$ cat src/rtl/fp_add_pipe.sv
// Five-stage pipelined floating-point adder/subtractor (unpack, align, add, normalise, pack)
// with valid/ready handshake; denormals flush to zero, round-to-nearest-even.
module fp_add_pipe #(
    parameter int EXP_W = 8,
    parameter int MAN_W = 23,
    parameter int TAG_W = 4
) (
    input  logic                     clk,
    input  logic                     reset,
    input  logic                     in_valid,
    output logic                     in_ready,
    input  logic [EXP_W+MAN_W:0]     in_a,
    input  logic [EXP_W+MAN_W:0]     in_b,
    input  logic                     in_sub,
    input  logic [TAG_W-1:0]         in_tag,
    output logic                     out_valid,
    input  logic                     out_ready,
    output logic [EXP_W+MAN_W:0]     out_result,
    output logic [TAG_W-1:0]         out_tag,
    output logic [2:0]               out_flags
);
    localparam int W  = 1 + EXP_W + MAN_W;
    localparam int MW = MAN_W + 4;          // hidden bit + fraction + guard/round/sticky
    localparam int XW = EXP_W + 2;          // signed exponent with headroom both ways
    localparam logic [EXP_W-1:0]    EXP_ONES = '1;
    localparam logic [MW-1:0]       M_ONE    = MW'(1);
    localparam logic signed [XW-1:0] X_ONE   = XW'(1);
    localparam logic signed [XW-1:0] X_ZERO  = '0;
    localparam logic signed [XW-1:0] X_MAX   = {2'b00, EXP_ONES};

    logic adv;
    assign adv      = ~(out_valid & ~out_ready);
    assign in_ready = adv;

    // ---------------- Stage 1: unpack ----------------
    logic [EXP_W-1:0] ea_in, eb_in;
    logic [MAN_W-1:0] fa_in, fb_in;
    assign ea_in = in_a[W-2:MAN_W];
    assign eb_in = in_b[W-2:MAN_W];
    assign fa_in = in_a[MAN_W-1:0];
    assign fb_in = in_b[MAN_W-1:0];

    logic             s1_valid, s1_sa, s1_sb, s1_nan, s1_inf_a, s1_inf_b;
    logic [TAG_W-1:0] s1_tag;
    logic [EXP_W-1:0] s1_ea, s1_eb;
    logic [MAN_W:0]   s1_ma, s1_mb;

    always_ff @(posedge clk or posedge reset) begin
        if (reset) begin
            s1_valid <= 1'b0; s1_tag <= '0; s1_sa <= 1'b0; s1_sb <= 1'b0;
            s1_ea <= '0; s1_eb <= '0; s1_ma <= '0; s1_mb <= '0;
            s1_nan <= 1'b0; s1_inf_a <= 1'b0; s1_inf_b <= 1'b0;
        end else if (adv) begin
            s1_valid <= in_valid;
            s1_tag   <= in_tag;
            s1_sa    <= in_a[W-1];
            s1_sb    <= in_b[W-1] ^ in_sub;
            s1_ea    <= ea_in;
            s1_eb    <= eb_in;
            // A zero exponent field means zero: denormal fractions are dropped.
            s1_ma    <= (ea_in != '0) ? {1'b1, fa_in} : '0;
            s1_mb    <= (eb_in != '0) ? {1'b1, fb_in} : '0;
            s1_nan   <= ((ea_in == EXP_ONES) && (fa_in != '0)) ||
                        ((eb_in == EXP_ONES) && (fb_in != '0));
            s1_inf_a <= (ea_in == EXP_ONES) && (fa_in == '0);
            s1_inf_b <= (eb_in == EXP_ONES) && (fb_in == '0);
        end
    end

    // ---------------- Stage 2: align ----------------
    logic             swap, big_s;
    logic [EXP_W-1:0] big_e, sml_e, shamt;
    logic [MAN_W:0]   big_m, sml_m;
    logic [MW-1:0]    sml_ext, sml_mask, sml_aligned;

    always_comb begin
        swap     = {s1_eb, s1_mb} > {s1_ea, s1_ma};
        big_s    = swap ? s1_sb : s1_sa;
        big_e    = swap ? s1_eb : s1_ea;
        sml_e    = swap ? s1_ea : s1_eb;
        big_m    = swap ? s1_mb : s1_ma;
        sml_m    = swap ? s1_ma : s1_mb;
        shamt    = big_e - sml_e;
        sml_ext  = {sml_m, 3'b000};
        // Bits shifted past the sticky position collapse into it; huge shifts keep only sticky.
        sml_mask    = (M_ONE << shamt) - M_ONE;
        sml_aligned = (sml_ext >> shamt) | MW'(|(sml_ext & sml_mask));
    end

    logic             s2_valid, s2_sign, s2_sub, s2_nan, s2_inf, s2_inf_s;
    logic [TAG_W-1:0] s2_tag;
    logic [EXP_W-1:0] s2_exp;
    logic [MW-1:0]    s2_big, s2_sml;

    always_ff @(posedge clk or posedge reset) begin
        if (reset) begin
            s2_valid <= 1'b0; s2_tag <= '0; s2_sign <= 1'b0; s2_sub <= 1'b0;
            s2_exp <= '0; s2_big <= '0; s2_sml <= '0;
            s2_nan <= 1'b0; s2_inf <= 1'b0; s2_inf_s <= 1'b0;
        end else if (adv) begin
            s2_valid <= s1_valid;
            s2_tag   <= s1_tag;
            s2_sign  <= big_s;
            s2_sub   <= s1_sa ^ s1_sb;
            s2_exp   <= big_e;
            s2_big   <= {big_m, 3'b000};
            s2_sml   <= sml_aligned;
            s2_nan   <= s1_nan | (s1_inf_a & s1_inf_b & (s1_sa ^ s1_sb));
            s2_inf   <= s1_inf_a | s1_inf_b;
            s2_inf_s <= s1_inf_a ? s1_sa : s1_sb;
        end
    end

    // ---------------- Stage 3: add ----------------
    logic             s3_valid, s3_sign, s3_same, s3_nan, s3_inf, s3_inf_s;
    logic [TAG_W-1:0] s3_tag;
    logic [EXP_W-1:0] s3_exp;
    logic [MW:0]      s3_sum;

    always_ff @(posedge clk or posedge reset) begin
        if (reset) begin
            s3_valid <= 1'b0; s3_tag <= '0; s3_sign <= 1'b0; s3_same <= 1'b0;
            s3_exp <= '0; s3_sum <= '0; s3_nan <= 1'b0; s3_inf <= 1'b0; s3_inf_s <= 1'b0;
        end else if (adv) begin
            s3_valid <= s2_valid;
            s3_tag   <= s2_tag;
            s3_sign  <= s2_sign;
            s3_same  <= ~s2_sub;
            s3_exp   <= s2_exp;
            s3_sum   <= s2_sub ? ({1'b0, s2_big} - {1'b0, s2_sml})
                               : ({1'b0, s2_big} + {1'b0, s2_sml});
            s3_nan   <= s2_nan;
            s3_inf   <= s2_inf;
            s3_inf_s <= s2_inf_s;
        end
    end

    // ---------------- Stage 4: normalise ----------------
    logic [XW-1:0]        lz;
    logic signed [XW-1:0] exp_ext, nexp;
    logic [MW-1:0]        norm;
    logic                 sum_zero;

    always_comb begin
        lz = '0;
        for (int i = 0; i < MW; i++) begin
            if (s3_sum[i]) lz = XW'(MW - 1 - i);
        end
        exp_ext  = $signed({2'b00, s3_exp});
        sum_zero = (s3_sum == '0);
        if (s3_sum[MW]) begin
            norm = {s3_sum[MW:2], |s3_sum[1:0]};
            nexp = exp_ext + X_ONE;
        end else begin
            norm = s3_sum[MW-1:0] << lz;
            nexp = exp_ext - $signed(lz);
        end
    end

    logic                 s4_valid, s4_sign, s4_zero, s4_nan, s4_inf, s4_inf_s;
    logic [TAG_W-1:0]     s4_tag;
    logic signed [XW-1:0] s4_exp;
    logic [MW-1:0]        s4_mant;

    always_ff @(posedge clk or posedge reset) begin
        if (reset) begin
            s4_valid <= 1'b0; s4_tag <= '0; s4_sign <= 1'b0; s4_zero <= 1'b0;
            s4_exp <= '0; s4_mant <= '0; s4_nan <= 1'b0; s4_inf <= 1'b0; s4_inf_s <= 1'b0;
        end else if (adv) begin
            s4_valid <= s3_valid;
            s4_tag   <= s3_tag;
            // Exact cancellation gives +0; only two like-signed zeros keep a negative sign.
            s4_sign  <= sum_zero ? (s3_same & s3_sign) : s3_sign;
            s4_zero  <= sum_zero;
            s4_exp   <= nexp;
            s4_mant  <= norm;
            s4_nan   <= s3_nan;
            s4_inf   <= s3_inf;
            s4_inf_s <= s3_inf_s;
        end
    end

    // ---------------- Stage 5: round and pack ----------------
    logic                 round_up;
    logic [MAN_W+1:0]     rnd;
    logic signed [XW-1:0] rexp;
    logic [MAN_W-1:0]     frac;
    logic [W-1:0]         res;
    logic [2:0]           flg;

    always_comb begin
        round_up = s4_mant[2] & (s4_mant[1] | s4_mant[0] | s4_mant[3]);
        rnd      = {1'b0, s4_mant[MW-1:3]} + (MAN_W+2)'(round_up);
        rexp     = s4_exp + (rnd[MAN_W+1] ? X_ONE : X_ZERO);
        frac     = rnd[MAN_W+1] ? rnd[MAN_W:1] : rnd[MAN_W-1:0];
        res      = {s4_sign, rexp[EXP_W-1:0], frac};
        flg      = 3'b000;
        if (s4_nan) begin
            res = {1'b0, EXP_ONES, 1'b1, {(MAN_W-1){1'b0}}};
            flg = 3'b100;
        end else if (s4_inf) begin
            res = {s4_inf_s, EXP_ONES, {MAN_W{1'b0}}};
        end else if (s4_zero) begin
            res = {s4_sign, {(W-1){1'b0}}};
        end else if (rexp >= X_MAX) begin
            res = {s4_sign, EXP_ONES, {MAN_W{1'b0}}};
            flg = 3'b010;
        end else if (s4_exp <= X_ZERO) begin
            res = {s4_sign, {(W-1){1'b0}}};
            flg = 3'b001;
        end
    end

    always_ff @(posedge clk or posedge reset) begin
        if (reset) begin
            out_valid  <= 1'b0;
            out_result <= '0;
            out_tag    <= '0;
            out_flags  <= '0;
        end else if (adv) begin
            out_valid  <= s4_valid;
            out_result <= res;
            out_tag    <= s4_tag;
            out_flags  <= flg;
        end
    end
endmodule

$ cat config.mk
export PLATFORM = sky130hd
export DESIGN_NAME = fp_add_pipe
export DESIGN_NICKNAME = d
export VERILOG_FILES = /design/src/rtl/fp_add_pipe.sv
export SDC_FILE = /design/constraint.sdc
export NUM_CORES = 1
export LEC_CHECK = 0
export ABC_AREA = 1
export CORE_UTILIZATION = 46
export DETAILED_ROUTE_END_ITERATION = 12
export PLACE_DENSITY = 0.74
export SLEW_MARGIN = 20
export SYNTH_ARGS = -nofsm -noshare
export SYNTH_HDL_FRONTEND = slang
export SYNTH_SLANG_ARGS = --single-unit
export TNS_END_PERCENT = 5
$ cat constraint.sdc
create_clock -name clk -period 21.6 [get_ports clk]
set_input_delay 5.4 -clock clk [delete_from_list [all_inputs] [get_ports clk]]
set_output_delay 5.4 -clock clk [all_outputs]
set_load 0.005 [all_outputs]
==> Word level (Yosys, flattened, before mapping) <==
Cells that the tools add are included.
{ "classes": {"n_addsub": 8, "mul": 0, "div": 0, "magnitude_cmp": 3, "eq_ne": 2, "shift": 3, "mux": 51, "bitwise_logic": 16, "reduce_logical": 14} }
{ "ops": {"columns": ["operator", "count"], "rows": [
  ["10-bit 2-to-1 mux", 27],
  ["24-bit 2-to-1 mux", 4],
  ["31-bit 2-to-1 mux", 3],
  ["32-bit 2-to-1 mux", 2],
  ["23-bit logical NOT", 2],
  ["23-bit nonzero test", 2],
  ["32-bit > comparator", 1],
  ["27-bit by 27-bit adder with 28-bit output", 1],
  ["28-bit logical NOT", 1],
  ["28-bit 2-to-1 mux", 1],
  ["27-bit by 27-bit subtractor with 28-bit output", 1],
  ["27-bit bitwise AND", 1],
  ["27-bit 2-to-1 mux", 1],
  ["27-bit by 1-bit bitwise OR with 27-bit output", 1],
  ["27-bit OR reduction", 1],
  ["1-bit by 8-bit left shift with 27-bit output, first input constant", 1],
  ["27-bit by 10-bit left shift with 27-bit output", 1],
  ["27-bit by 8-bit >> shifter with 27-bit output", 1],
  ["27-bit by 1-bit subtractor with 27-bit output, second input constant", 1],
  ["24-bit by 1-bit adder with 25-bit output", 1],
  ["23-bit 2-to-1 mux", 1],
  ["8-bit equality test, second input constant", 2],
  ["8-bit 2-to-1 mux", 2],
  ["8-bit nonzero test", 2],
  ["other kinds (17)", 36]
]} }
{ "totals": {"ff_bits": 276, "latchBits": 0, "mem_bits_rw": 0, "rom_bits": 0, "in_bits": 73, "output_inout_bits": 41, "elab_cells": 140, "memories": 0} }

==> Logic depth before layout (Yosys ltp) <==
Gate-level depths: netlist of the first run.
{ "depth": {"depth_word": 29, "mapped_depth": 38, "mapped_depth_nobuf": 38} }

==> Worst setup path after synthesis of the first run <==
Ideal clock, no wire load.
{ "synth_timing": {"path_kind": "input port to output port", "start": "input out_ready", "end": "output in_ready", "t_arrival_ps": 6195, "required_time_ps": 16200, "slack_ps": 10005, "cell_stages": 4, "path_buffers": 2, "path_cell_list": "nor2_1 inv_2 clkbuf_1 clkbuf_1"} }
{ "synth_via": {"elab_chain_len": 3} }
{ "synth_lines": {"columns": ["element", "line", "text"], "rows": [
  ["start: declaration", "17", "input logic out_ready,"],
  ["1-bit inverter", "32", "assign adv = ~(out_valid & ~out_ready);"],
  ["1-bit bitwise AND", "32", null],
  ["1-bit inverter", "32", null],
  ["end: declaration", "11", "output logic in_ready,"]
]} }
Every way passes these cells.

==> Final worst setup path of the first run <==
Same ends and word-level chain as after synthesis.

==> metrics.cfg, run 1 <==
[run_status]
run_status=complete, but fails checks
failed_checks=DRC

[clock_tree]
cts_repair_resize_count=0
cts.htree.levels=1
worstSkewPairLatency_ns=0.60
cts.hold.buffers_added=0
clkTransAtPathRegs_ns=0.06
post-cts-setup-buffer-count=0
tritoncts_num_sinks=276
cts_buffers=31
ctsLongestPathBuffers=3
clock-root-buffer=sky130_fd_sc_hd__clkbuf_16
clock_tree_from_tritoncts=built

[detailed_routing]
top_signal_layer_used=met4
wl_on_met1_um=22400
route.vias.total=17900
wl_per_cell_um=16.0
routed_wirelength_um=52100
avgViaCountPerCell=5.48
drc_errors=1
route.antenna.remaining_nets=0
drt_first_pass_iters=10
met3_wirelength_from_detailed_routing_um=2360
detail_route.iter0.violations=1248
wl_met2_um=25000

[sta]
number_of_max_slew_violations_in_the_final_report=0
final_period_minus_worst_setup_slack_ns=12.25
setup_violations=0
worst_hold_slack_ns=0.468
max_freq_ghz=0.0816
final-hold-violation-count=0
maxSlewHeadroom_pct=29.6
grt_setup_unrepaired=no
worst_clock_skew_ns=0.0350
setup_tns_ns=0
finalCritPeriodShare_pct=56.7
measured_slew_at_the_worst_slew_check_pin_ns=1.05

[power]
power.switching_mw=2.02
p_leak_nw=10.5
p_sw_share_pct=51.7
ir_worst_vdd_v=0.0000765
seq_power_share_pct=23.3
p_int_mw=1.88
power_density_nw_per_um2=182
clockPowerShare_pct=14.5
power_frac_comb_pct=62.2

[synthesis]
post_synthesis_sequential_area_ratio_pct=36.7
xor_xnor_fraction_of_synth_area_pct=2.22
mappedNetlistArea_um2=18800
synth-edff-count=0
postSynth.asyncResetShare_pct=100
synth-simple-area-share_pct=26.2
synth-main-ff-cell=sky130_fd_sc_hd__dfrtp_1
mappedNetlistNets=2841
synth_seq_cells=276
post_synth.cell_area_avg_um2=7.04
synth_cell_type_count=59
netlist_instances=2675
synth_compound_area_share_pct=18.7
post_synth_mux_area_share_pct=0.425
combinational_family_with_the_most_area_after_synthesis=simple AND/OR/NAND/NOR gates
synth.yosys.warnings=0
fraction_of_the_mapped_netlist_area_in_adder_cells_pct=6.26

[critical_path]
worst-setup-path-type=input port to primary output
critPathMaxFanout=57
timing.critical_path.arrival_ns=6.85
endpoint_kind=primary output
critPathLaunchType=input port
worst_r2r_path_depth=27
cp.required_ns=16.20

[place]
gpl.final_weighted_congestion=0.911
dp_hpwl_um=39000
count_of_input_and_output_buffers=113

[grt]
grt_pass1_wl_um=86000
via_count_of_the_first_global_routing_pass=17300
pin_count_of_the_biggest_net_entering_global_routing=259
grt_util_overall_pct=25.2
antenna_found_initial=0
globalRouteOverflowTotal=0

[hold_path]
hold_path_class=register to register
hold_depth=1

[floorplanning]
core.rowCount=73
die_area_um2=41800
io-pin-count=114
dieWidth_um=204
fp.coreArea_um2=40100
die-height_um=204
start_util_pct=47.0

[cells_and_area]
layout-drive-gt1-share_pct=4.32
final_net_count=2878
diodes=0
layout-area-overhead-vs-synth_pct=13.7

[run]
max-cap-violations=0

==> cells in the final DEF, fill, tap and decap left out, drive strengths merged, types with 4 or more instances in the layout <==
| master | netlist | routed |
|---|---|---|
| o21ai | 346 | 346 |
| clkbuf | 95 | 42 |
| o22ai | 45 | 45 |
| clkdlybuf4s50 | 0 | 113 |
| inv | 343 | 345 |
| a22oi | 11 | 11 |
| xor2 | 43 | 43 |
| nor4 | 15 | 15 |
| a31oi | 12 | 12 |
| a2bb2oi | 5 | 5 |
| nand2 | 705 | 705 |
| a21boi | 5 | 5 |
| or2 | 12 | 12 |
| a32o | 9 | 9 |
| bufinv | 0 | 6 |
| dfrtp | 276 | 276 |
| nand4 | 47 | 47 |
| buf | 29 | 15 |
| a211oi | 4 | 4 |
| mux2i | 8 | 8 |
| a21oi | 133 | 133 |
| nand3b | 9 | 9 |
| clkinv | 4 | 8 |
| o31ai | 10 | 10 |
| nor2 | 163 | 163 |
| xnor2 | 4 | 4 |
| o221ai | 6 | 6 |
| nand3 | 167 | 167 |
| ha | 91 | 91 |
| nor3 | 30 | 30 |
| o21a | 14 | 14 |
| o211ai | 15 | 15 |
==> flip-flops by register name, indices dropped and copies added (netlist names), 10 cells and up <==
name and flops:
s3_sum 28, out_result 32, s4_mant 27, s4_exp 10, s1_ma 24, s2_big 24, s2_sml 27, s1_mb 24
==> metrics by stage <==
stage | cell area (µm²) | cells | power [mW] | worst slack (ns) | util (%)
after floorplan | 18800 | 2675 | 2.64 | 8.59 | -
after global placement | 20300 | 3204 | 3.25 | 9.33 | 50.7
after detailed placement | 20300 | 3204 | 3.30 | 9.33 | 50.7
after CTS | 21400 | 3259 | 3.88 | 9.34 | 53.4
after global routing | 21400 | 3259 | 4.27 | 9.27 | 53.4
final | 21400 | 3259 | 3.90 | 9.35 | 53.4
==> synth_stat cells, drive strengths merged, types with 3 or more instances <==
cell type	count	share of area [%]
nand2	705	14
o22a	3	0.14
a21oi	133	3.6
a21boi	5	0.20
nor4	15	0.50
xor2	43	2.0
or2	12	0.40
o211ai	15	0.60
a2bb2oi	5	0.23
nor2	163	3.5
o21bai	3	0.12
a211oi	4	0.16
mux2i	8	0.43
a32o	9	0.48
clkinv	4	0.080
o21ai	346	9.2
a22oi	11	0.44
a31oi	12	0.40
dfrtp	276	37
ha	91	6.0
nand3b	9	0.43
nor3	30	0.85
o21a	14	0.56
buf	29	0.70
o22ai	45	1.5
clkbuf	95	1.9
o31ai	10	0.40
inv	343	6.8
nand4	47	1.7
o221ai	6	0.28
nand3	167	4.6
xnor2	4	0.19
==> layout make-up <==
cell class,count,area [µm²]
multi-input combinational,1928,10200
timing repair buffer,128,1270
clock buffer,42,867
sequential,276,6910
fill,3859,18700
tap,525,657
clock inverter,13,229
inverter,347,1320
==> worst paths after layout <==
check | startpoint | end | slack (ns)
worst max-delay path | out_ready | in_ready | 9.35
worst min-delay path | s4_valid$_DFFE_PP0N_ | out_valid$_DFFE_PP0N_ | 0.47
worst max register to register | s1_ea[5]$_DFFE_PP0N_ | s2_sml[0]$_DFFE_PP0N_ | 15.30
worst min register to register | s4_valid$_DFFE_PP0N_ | out_valid$_DFFE_PP0N_ | 0.47
max in group asynchronous | reset | s1_eb[3]$_DFFE_PP0N_ | 14.95
min in group asynchronous | reset | s4_mant[1]$_DFFE_PP0N_ | 5.37
==> critical path, stage by stage <==
cell,delay [ns]
sky130_fd_sc_hd__clkdlybuf4s50_1,0.50
sky130_fd_sc_hd__nor2_4,0.07
sky130_fd_sc_hd__inv_6,0.30
sky130_fd_sc_hd__clkdlybuf4s50_1,0.58
==> layer usage <==
metal  vias to the layer above  track usage (%)
li1                       8933                -
met1                      8290             32.1
met2                       506             43.3
met3                       130             2.55
met4                         0             11.0
met5                         -                0
==> logic make-up after synthesis <==
group / Yosys count
flip-flops: 276
adder cells (fa/ha/maj): 93
multiplexers: 8
AND/OR/NAND/NOR: 1149
XOR/XNOR: 47
buffers and inverters: 471
AO/OA/AOI/OAI: 631
==> power by group through the flow <==
stage	clock (mW)	combinational, mW	sequential [mW]
after detailed placement	0	2.39	0.914
after global routing	0.595	2.73	0.937
after floorplan	0	1.78	0.860
final	0.566	2.43	0.908
after CTS	0.575	2.40	0.906
after global placement	0	2.35	0.902
(Power assumes the default switching activity.)
==> run 2: changes to the inputs <==
--- a/config.mk
+++ b/config.mk
@@ -8,7 +8,7 @@
 export ABC_AREA = 1
 export CORE_UTILIZATION = 46
 export DETAILED_ROUTE_END_ITERATION = 12
-export PLACE_DENSITY = 0.74
+export PLACE_DENSITY = 0.77
 export SLEW_MARGIN = 20
 export SYNTH_ARGS = -nofsm -noshare
 export SYNTH_HDL_FRONTEND = slang
==> constraint.sdc (replaced) <==
create_clock -name clk -period 10.75 [get_ports clk]
set_input_delay 2.6875 -clock clk [delete_from_list [all_inputs] [get_ports clk]]
set_output_delay 2.6875 -clock clk [all_outputs]
set_load 0.005 [all_outputs]
==> metrics.cfg, run 2 (synthesis results as in run 1) <==
[grt]
globalRouteOverflowTotal=0  ; unchanged
pin_count_of_the_biggest_net_entering_global_routing=236  ; was 259
via_count_of_the_first_global_routing_pass=17000  ; was 17300
grt_pass1_wl_um=85100  ; was 86000 µm
antenna_found_initial=0  ; unchanged
grt_util_overall_pct=25.0  ; was 25.2%

[cells_and_area]
most-common-layout-cells=sky130_fd_sc_hd__nand2_1, sky130_fd_sc_hd__o21ai_0, sky130_fd_sc_hd__inv_1  ; unchanged
layout-area-overhead-vs-synth_pct=13.5  ; was 13.7%
fillCellCount=3814  ; was 3859
layout-drive-gt1-share_pct=4.38  ; was 4.32%
layout_commonest_cell=sky130_fd_sc_hd__nand2_1  ; unchanged
final_net_count=2879  ; was 2878
post-route-cell-area_um2=21400  ; about the same
number_of_flip_flops_in_the_largest_register=32  ; unchanged
reg_top3=out_result x32, s3_sum x28  ; unchanged
non_filler_instances=3262  ; was 3259
max_flop_register=out_result  ; unchanged
diodes=0  ; unchanged
finish.utilization_pct=53.3  ; was 53.4%

[floorplanning]
die_area_um2=41800  ; unchanged
die-height_um=204  ; unchanged
start_util_pct=47.0  ; unchanged
io-pin-count=114  ; unchanged
dieWidth_um=204  ; unchanged
fp.coreArea_um2=40100  ; unchanged
core.rowCount=73  ; unchanged

[power]
p_sw_share_pct=52.3  ; was 51.7%
power_density_nw_per_um2=368  ; was 182 nW/µm²
p_leak_nw=10.4  ; was 10.5 nW
ir_worst_vdd_v=0.000283  ; was 0.0000765 V
power.total_mw=7.86  ; was 3.90 mW
power.switching_mw=4.11  ; was 2.02 mW
clockPowerShare_pct=14.1  ; was 14.5%
seq_power_share_pct=23.3  ; about the same
p_int_mw=3.75  ; was 1.88 mW
power_frac_comb_pct=62.6  ; was 62.2%

[sta]
measured_slew_at_the_worst_slew_check_pin_ns=0.947  ; was 1.05 ns
max_freq_ghz=0.140
worst_hold_slack_ns=0.460  ; was 0.468 ns
timing.final.ws_setup_ns=3.58  ; was 9.35 ns
setup_violations=0  ; unchanged
worst_clock_skew_ns=0.0152  ; was 0.0350 ns
setup_tns_ns=0  ; unchanged
final-hold-violation-count=0  ; unchanged
grt_setup_unrepaired=no  ; unchanged
finalCritPeriodShare_pct=66.7
number_of_max_slew_violations_in_the_final_report=0  ; unchanged
maxSlewHeadroom_pct=36.8  ; was 29.6%
final_period_minus_worst_setup_slack_ns=7.17

[run]
max-cap-violations=0  ; unchanged

[detailed_routing]
drt_first_pass_iters=6  ; was 10
avgViaCountPerCell=5.51  ; was 5.48
wl_per_cell_um=16.1  ; was 16.0 µm
drc_errors=0  ; was 1
route.vias.total=18000  ; was 17900
detail_route.iter0.violations=1464  ; was 1248
route.antenna.remaining_nets=0  ; unchanged
routed_wirelength_um=52500  ; was 52100 µm

[clock_tree]
clock-root-buffer=sky130_fd_sc_hd__clkbuf_16  ; unchanged
tritoncts_num_sinks=276  ; unchanged
clkTransAtPathRegs_ns=0.06  ; about the same
clock_tree_from_tritoncts=built  ; unchanged
ctsLongestPathBuffers=3  ; unchanged
post-cts-setup-buffer-count=0  ; unchanged
worstSkewPairLatency_ns=0.58  ; was 0.60 ns
cts_buffers=31  ; unchanged
cts.hold.buffers_added=0  ; unchanged
cts_repair_resize_count=0  ; unchanged
cts.htree.levels=1  ; unchanged

[place]
gpl.final_weighted_congestion=0.954  ; was 0.911
dp_slack_ns=3.57  ; was 9.33 ns
placed_cell_area_um2=20300  ; about the same
count_of_input_and_output_buffers=113  ; unchanged
placedCellCount=3205  ; was 3204
dp_hpwl_um=38900  ; was 39000 µm

[run_status]
run_status=finished, final reports clean  ; was complete, but fails checks

[critical_path]
worst-r2r-setup-slack_ns=4.40  ; was 15.30 ns
crit_path_frequent_cell=sky130_fd_sc_hd__clkdlybuf4s50_1  ; unchanged
critPathMaxFanout=68  ; was 57
timing.rr.start=s1_ea[0]$_DFFE_PP0N_  ; was s1_ea[5]$_DFFE_PP0N_
timing.critical_path.arrival_ns=4.48  ; was 6.85 ns
critical_path_cell_sequence=clkdlybuf4s50_1 > nor2_4 > inv_6 > clkdlybuf4s50_1  ; unchanged
worst_r2r_path_depth=25  ; was 27
critPathLaunchType=input port  ; unchanged
worst_path_largest_cell_delay_ns=0.54  ; was 0.58 ns
worst-setup-path-type=input port to primary output  ; unchanged
endpoint_kind=primary output  ; unchanged
worst_path_max_delay_cell=sky130_fd_sc_hd__clkdlybuf4s50_1  ; unchanged
critical_path.reg2reg.endpoint=s2_sml[0]$_DFFE_PP0N_  ; unchanged
cp.required_ns=8.06  ; was 16.20 ns

[hold_path]
hold_path_class=register to register  ; unchanged
hold_path_end=s4_inf_s$_DFFE_PP0N_  ; was out_valid$_DFFE_PP0N_
hold_depth=2  ; was 1
hold_start=s3_inf_s$_DFFE_PP0N_  ; was s4_valid$_DFFE_PP0N_

## run 2: cell type report
type	count	area, µm²	share of cell area (%)
timing repair buffer	129	1260	5.91
multi-input combinational	1928	10200	47.6
tap	525	657	3.07
inverter	347	1320	6.15
clock inverter	16	220	1.03
clock buffer	41	853	3.99
sequential	276	6910	32.3
## run 2: worst max-delay path by stage
stage / startpoint / to / cells past startpoint
4_1_cts: out_ready / in_ready / 4
2_1_floorplan: reset / out_flags[0]$_DFFE_PP0N_ / 1
3_5_place_dp: out_ready / in_ready / 4
3_3_place_gp: out_ready / in_ready / 4
6_report: out_ready / in_ready / 4
5_1_grt: out_ready / in_ready / 4
## run 2: worst max-delay path, delay by kind of cell
family | cells | cell delay (ns)
buf+inv | 3 | 1.29
simple gates | 1 | 0.48
## run 2: layer usage
layer	wire (µm)	share of wire, %	GRT usage (%)
met2	24900	47	42.9
met4	2380	4.5	11.0
met1	22900	44	31.8
met5	0	0	0
met3	2380	4.5	2.66
## run 2: power by group through the flow
stage	logic, mW	clock network (mW)	registers (mW)
after CTS	4.84	1.13	1.82
final	4.92	1.11	1.83
after detailed placement	4.81	0	1.84
after global placement	4.73	0	1.81
after global routing	5.51	1.17	1.89
after floorplan	3.58	0	1.73
==> run 3: changes to the inputs <==
--- a/config.mk
+++ b/config.mk
@@ -8,7 +8,7 @@
 export ABC_AREA = 1
 export CORE_UTILIZATION = 46
 export DETAILED_ROUTE_END_ITERATION = 12
-export PLACE_DENSITY = 0.77
+export PLACE_DENSITY = 0.74
 export SLEW_MARGIN = 20
 export SYNTH_ARGS = -nofsm -noshare
 export SYNTH_HDL_FRONTEND = slang
==> constraint.sdc (replaced) <==
create_clock -name clk -period 7.3 [get_ports clk]
set_input_delay 1.825 -clock clk [delete_from_list [all_inputs] [get_ports clk]]
set_output_delay 1.825 -clock clk [all_outputs]
set_load 0.005 [all_outputs]
==> metrics.cfg, run 3 (synthesis results as in run 1) <==
[run_status]
run_status=finished, final reports clean  ; unchanged

[cells_and_area]
most-common-layout-cells=sky130_fd_sc_hd__nand2_1, sky130_fd_sc_hd__o21ai_0, sky130_fd_sc_hd__inv_1  ; unchanged
layout-area-overhead-vs-synth_pct=13.9  ; was 13.5%
final_net_count=2884  ; was 2879
finish.utilization_pct=53.5  ; was 53.3%
layout_commonest_cell=sky130_fd_sc_hd__nand2_1  ; unchanged
number_of_flip_flops_in_the_largest_register=32  ; unchanged
fillCellCount=3939  ; was 3814
reg_top3=out_result x32, s3_sum x28  ; unchanged
diodes=0  ; unchanged
max_flop_register=out_result  ; unchanged
sequential_cell_area_um2=6910  ; unchanged
layout-drive-gt1-share_pct=4.60  ; was 4.38%
area_taken_by_multi_input_logic_gates_um2=10200  ; unchanged

[grt]
via_count_of_the_first_global_routing_pass=17200  ; was 17000
grt_pass1_wl_um=88300  ; was 85100 µm
grt_util_overall_pct=26.0  ; was 25.0%
antenna_found_initial=0  ; unchanged
globalRouteOverflowTotal=0  ; unchanged
pin_count_of_the_biggest_net_entering_global_routing=203  ; was 236

[power]
p_leak_nw=10.5  ; was 10.4 nW
p_sw_share_pct=52.2  ; was 52.3%
p_int_mw=5.56  ; was 3.75 mW
power.total_mw=11.6  ; was 7.86 mW
power.switching_mw=6.07  ; was 4.11 mW
seq_power_share_pct=22.8  ; was 23.3%
ir_worst_vdd_v=0.000251  ; was 0.000283 V
power_frac_comb_pct=63.0  ; was 62.6%
power_density_nw_per_um2=542  ; was 368 nW/µm²
clockPowerShare_pct=14.3  ; was 14.1%

[clock_tree]
post-cts-setup-buffer-count=0  ; unchanged
ctsLongestPathBuffers=3  ; unchanged
worstSkewPairLatency_ns=0.60  ; was 0.58 ns
cts_repair_resize_count=0  ; unchanged
cts.hold.buffers_added=0  ; unchanged
cts.htree.levels=1  ; unchanged
cts_buffers=31  ; unchanged
clkTransAtPathRegs_ns=0.06  ; about the same
clock-root-buffer=sky130_fd_sc_hd__clkbuf_16  ; unchanged
clock_tree_from_tritoncts=built  ; unchanged
tritoncts_num_sinks=276  ; unchanged

[sta]
max_freq_ghz=0.172
maxSlewHeadroom_pct=31.0  ; was 36.8%
number_of_max_slew_violations_in_the_final_report=0  ; unchanged
final-hold-violation-count=0  ; unchanged
final_period_minus_worst_setup_slack_ns=5.81
worst_clock_skew_ns=0.0250  ; was 0.0152 ns
measured_slew_at_the_worst_slew_check_pin_ns=1.03  ; was 0.947 ns
finalCritPeriodShare_pct=79.5
setup_tns_ns=0  ; unchanged
setup_violations=0  ; unchanged
grt_setup_unrepaired=no  ; unchanged
timing.final.ws_setup_ns=1.49  ; was 3.58 ns

[critical_path]
endpoint_kind=register  ; was primary output
timing.critical_path.arrival_ns=6.27  ; was 4.48 ns
worst_r2r_path_depth=27  ; was 25
worst-setup-path-type=register to register  ; was input port to primary output
startpoint=s1_ea[5]$_DFFE_PP0N_  ; was out_ready
cp.required_ns=7.76  ; was 8.06 ns
critPathLaunchType=register  ; was input port
critical_path.reg2reg.endpoint=s2_sml[0]$_DFFE_PP0N_  ; unchanged
timing.rr.start=s1_ea[5]$_DFFE_PP0N_  ; was s1_ea[0]$_DFFE_PP0N_
worst-r2r-setup-slack_ns=1.49  ; was 4.40 ns
critPathMaxFanout=108  ; was 68

[floorplanning]
core.rowCount=73  ; unchanged
die_area_um2=41800  ; unchanged
die-height_um=204  ; unchanged
start_util_pct=47.0  ; unchanged
io-pin-count=114  ; unchanged
dieWidth_um=204  ; unchanged
fp.coreArea_um2=40100  ; unchanged

[detailed_routing]
detail_route.iter0.violations=1392  ; was 1464
routed_wirelength_um=53900  ; was 52500 µm
route.vias.total=18000  ; about the same
route.antenna.remaining_nets=0  ; unchanged
avgViaCountPerCell=5.52  ; was 5.51
drt_first_pass_iters=6  ; unchanged
drc_errors=0  ; unchanged
wl_per_cell_um=16.5  ; was 16.1 µm

[hold_path]
hold_start=s3_valid$_DFFE_PP0N_  ; was s3_inf_s$_DFFE_PP0N_
hold_path_end=s4_valid$_DFFE_PP0N_  ; was s4_inf_s$_DFFE_PP0N_
hold_depth=2  ; unchanged
hold_path_class=register to register  ; unchanged

[place]
count_of_input_and_output_buffers=113  ; unchanged
dp_hpwl_um=40700  ; was 38900 µm
gpl.final_weighted_congestion=0.908  ; was 0.954
dp_slack_ns=1.62  ; was 3.57 ns

[run]
max-cap-violations=0  ; unchanged

[run 3: worst max path at each step]
| stage | endpoint | slack [ns] | cells after the start |
|---|---|---|---|
| after floorplan | out_flags[0]$_DFFE_PP0N_ | 1.82 | 1 |
| after global placement | s2_sml[0]$_DFFE_PP0N_ | 1.80 | 27 |
| after detailed placement | s2_sml[0]$_DFFE_PP0N_ | 1.62 | 27 |
| after CTS | s2_sml[0]$_DFFE_PP0N_ | 1.60 | 27 |
| after global routing | s2_sml[0]$_DFFE_PP0N_ | 0.97 | 27 |
| final | s2_sml[0]$_DFFE_PP0N_ | 1.49 | 27 |
[run 3: cell type report]
cell class	count	share of cell area [%]
multi-input cells	1928	47.4
inverters	347	6.11
clock inverters	15	1.01
repair buffers	134	6.12
flip-flops and latches	276	32.2
well taps	525	3.06
clock buffers	41	4.07
[run 3: power by group through the flow]
| stage | Sequential [mW] | Combinational [mW] | Clock [mW] |
|---|---|---|---|
| 6_report | 2.65 | 7.32 | 1.66 |
| 5_1_grt | 2.73 | 8.23 | 1.74 |
| 4_1_cts | 2.65 | 7.23 | 1.69 |
| 3_5_place_dp | 2.67 | 7.19 | 0 |
| 3_3_place_gp | 2.63 | 7.11 | 0 |
| 2_1_floorplan | 2.54 | 5.27 | 0 |
[run 3: worst max-delay path, cell delays in order (launching register included)]
cell and delay, ns:
sky130_fd_sc_hd__dfrtp_1 0.37, sky130_fd_sc_hd__inv_1 0.08, sky130_fd_sc_hd__ha_1 0.39, sky130_fd_sc_hd__nand2_1 0.10, sky130_fd_sc_hd__nor2_1 0.15, sky130_fd_sc_hd__nand2_1 0.10
sky130_fd_sc_hd__nor3_2 0.21, sky130_fd_sc_hd__nand2_1 0.12, sky130_fd_sc_hd__nand2_4 0.15, sky130_fd_sc_hd__nand2_4 0.48, sky130_fd_sc_hd__nand2_2 0.25, sky130_fd_sc_hd__nand3_2 0.11
sky130_fd_sc_hd__ha_1 0.73, sky130_fd_sc_hd__inv_1 0.58, sky130_fd_sc_hd__nor2_2 0.44, sky130_fd_sc_hd__inv_1 0.12, sky130_fd_sc_hd__nor2_2 0.23, sky130_fd_sc_hd__nand3_1 0.20
sky130_fd_sc_hd__nand2_1 0.12, sky130_fd_sc_hd__nor2_1 0.08, sky130_fd_sc_hd__nand2_1 0.09, sky130_fd_sc_hd__inv_1 0.05, sky130_fd_sc_hd__nand3_1 0.08, sky130_fd_sc_hd__nor2_1 0.06
sky130_fd_sc_hd__nor3_2 0.17, sky130_fd_sc_hd__nand3_1 0.08, sky130_fd_sc_hd__nor2_1 0.09, sky130_fd_sc_hd__nor2_1 0.05
[run 3: through the flow]
stage	hold slack (ns)	std cells	cell area, µm²
final	0.456	3266	21400
after global routing	0.478	3266	21400
after CTS	0.454	3266	21400
after detailed placement	0.455	3210	20400
after global placement	0.448	3210	20400
after floorplan	0.440	2675	18800
[run 3: layer usage]
metal | routed length (µm) | global-route usage [%] | vias up
met5 | 0 | 0 | -
met4 | 2040 | 9.51 | 0
met3 | 2420 | 2.90 | 112
li1 | - | - | 8942
met1 | 24000 | 34.2 | 8441
met2 | 25500 | 44.0 | 531
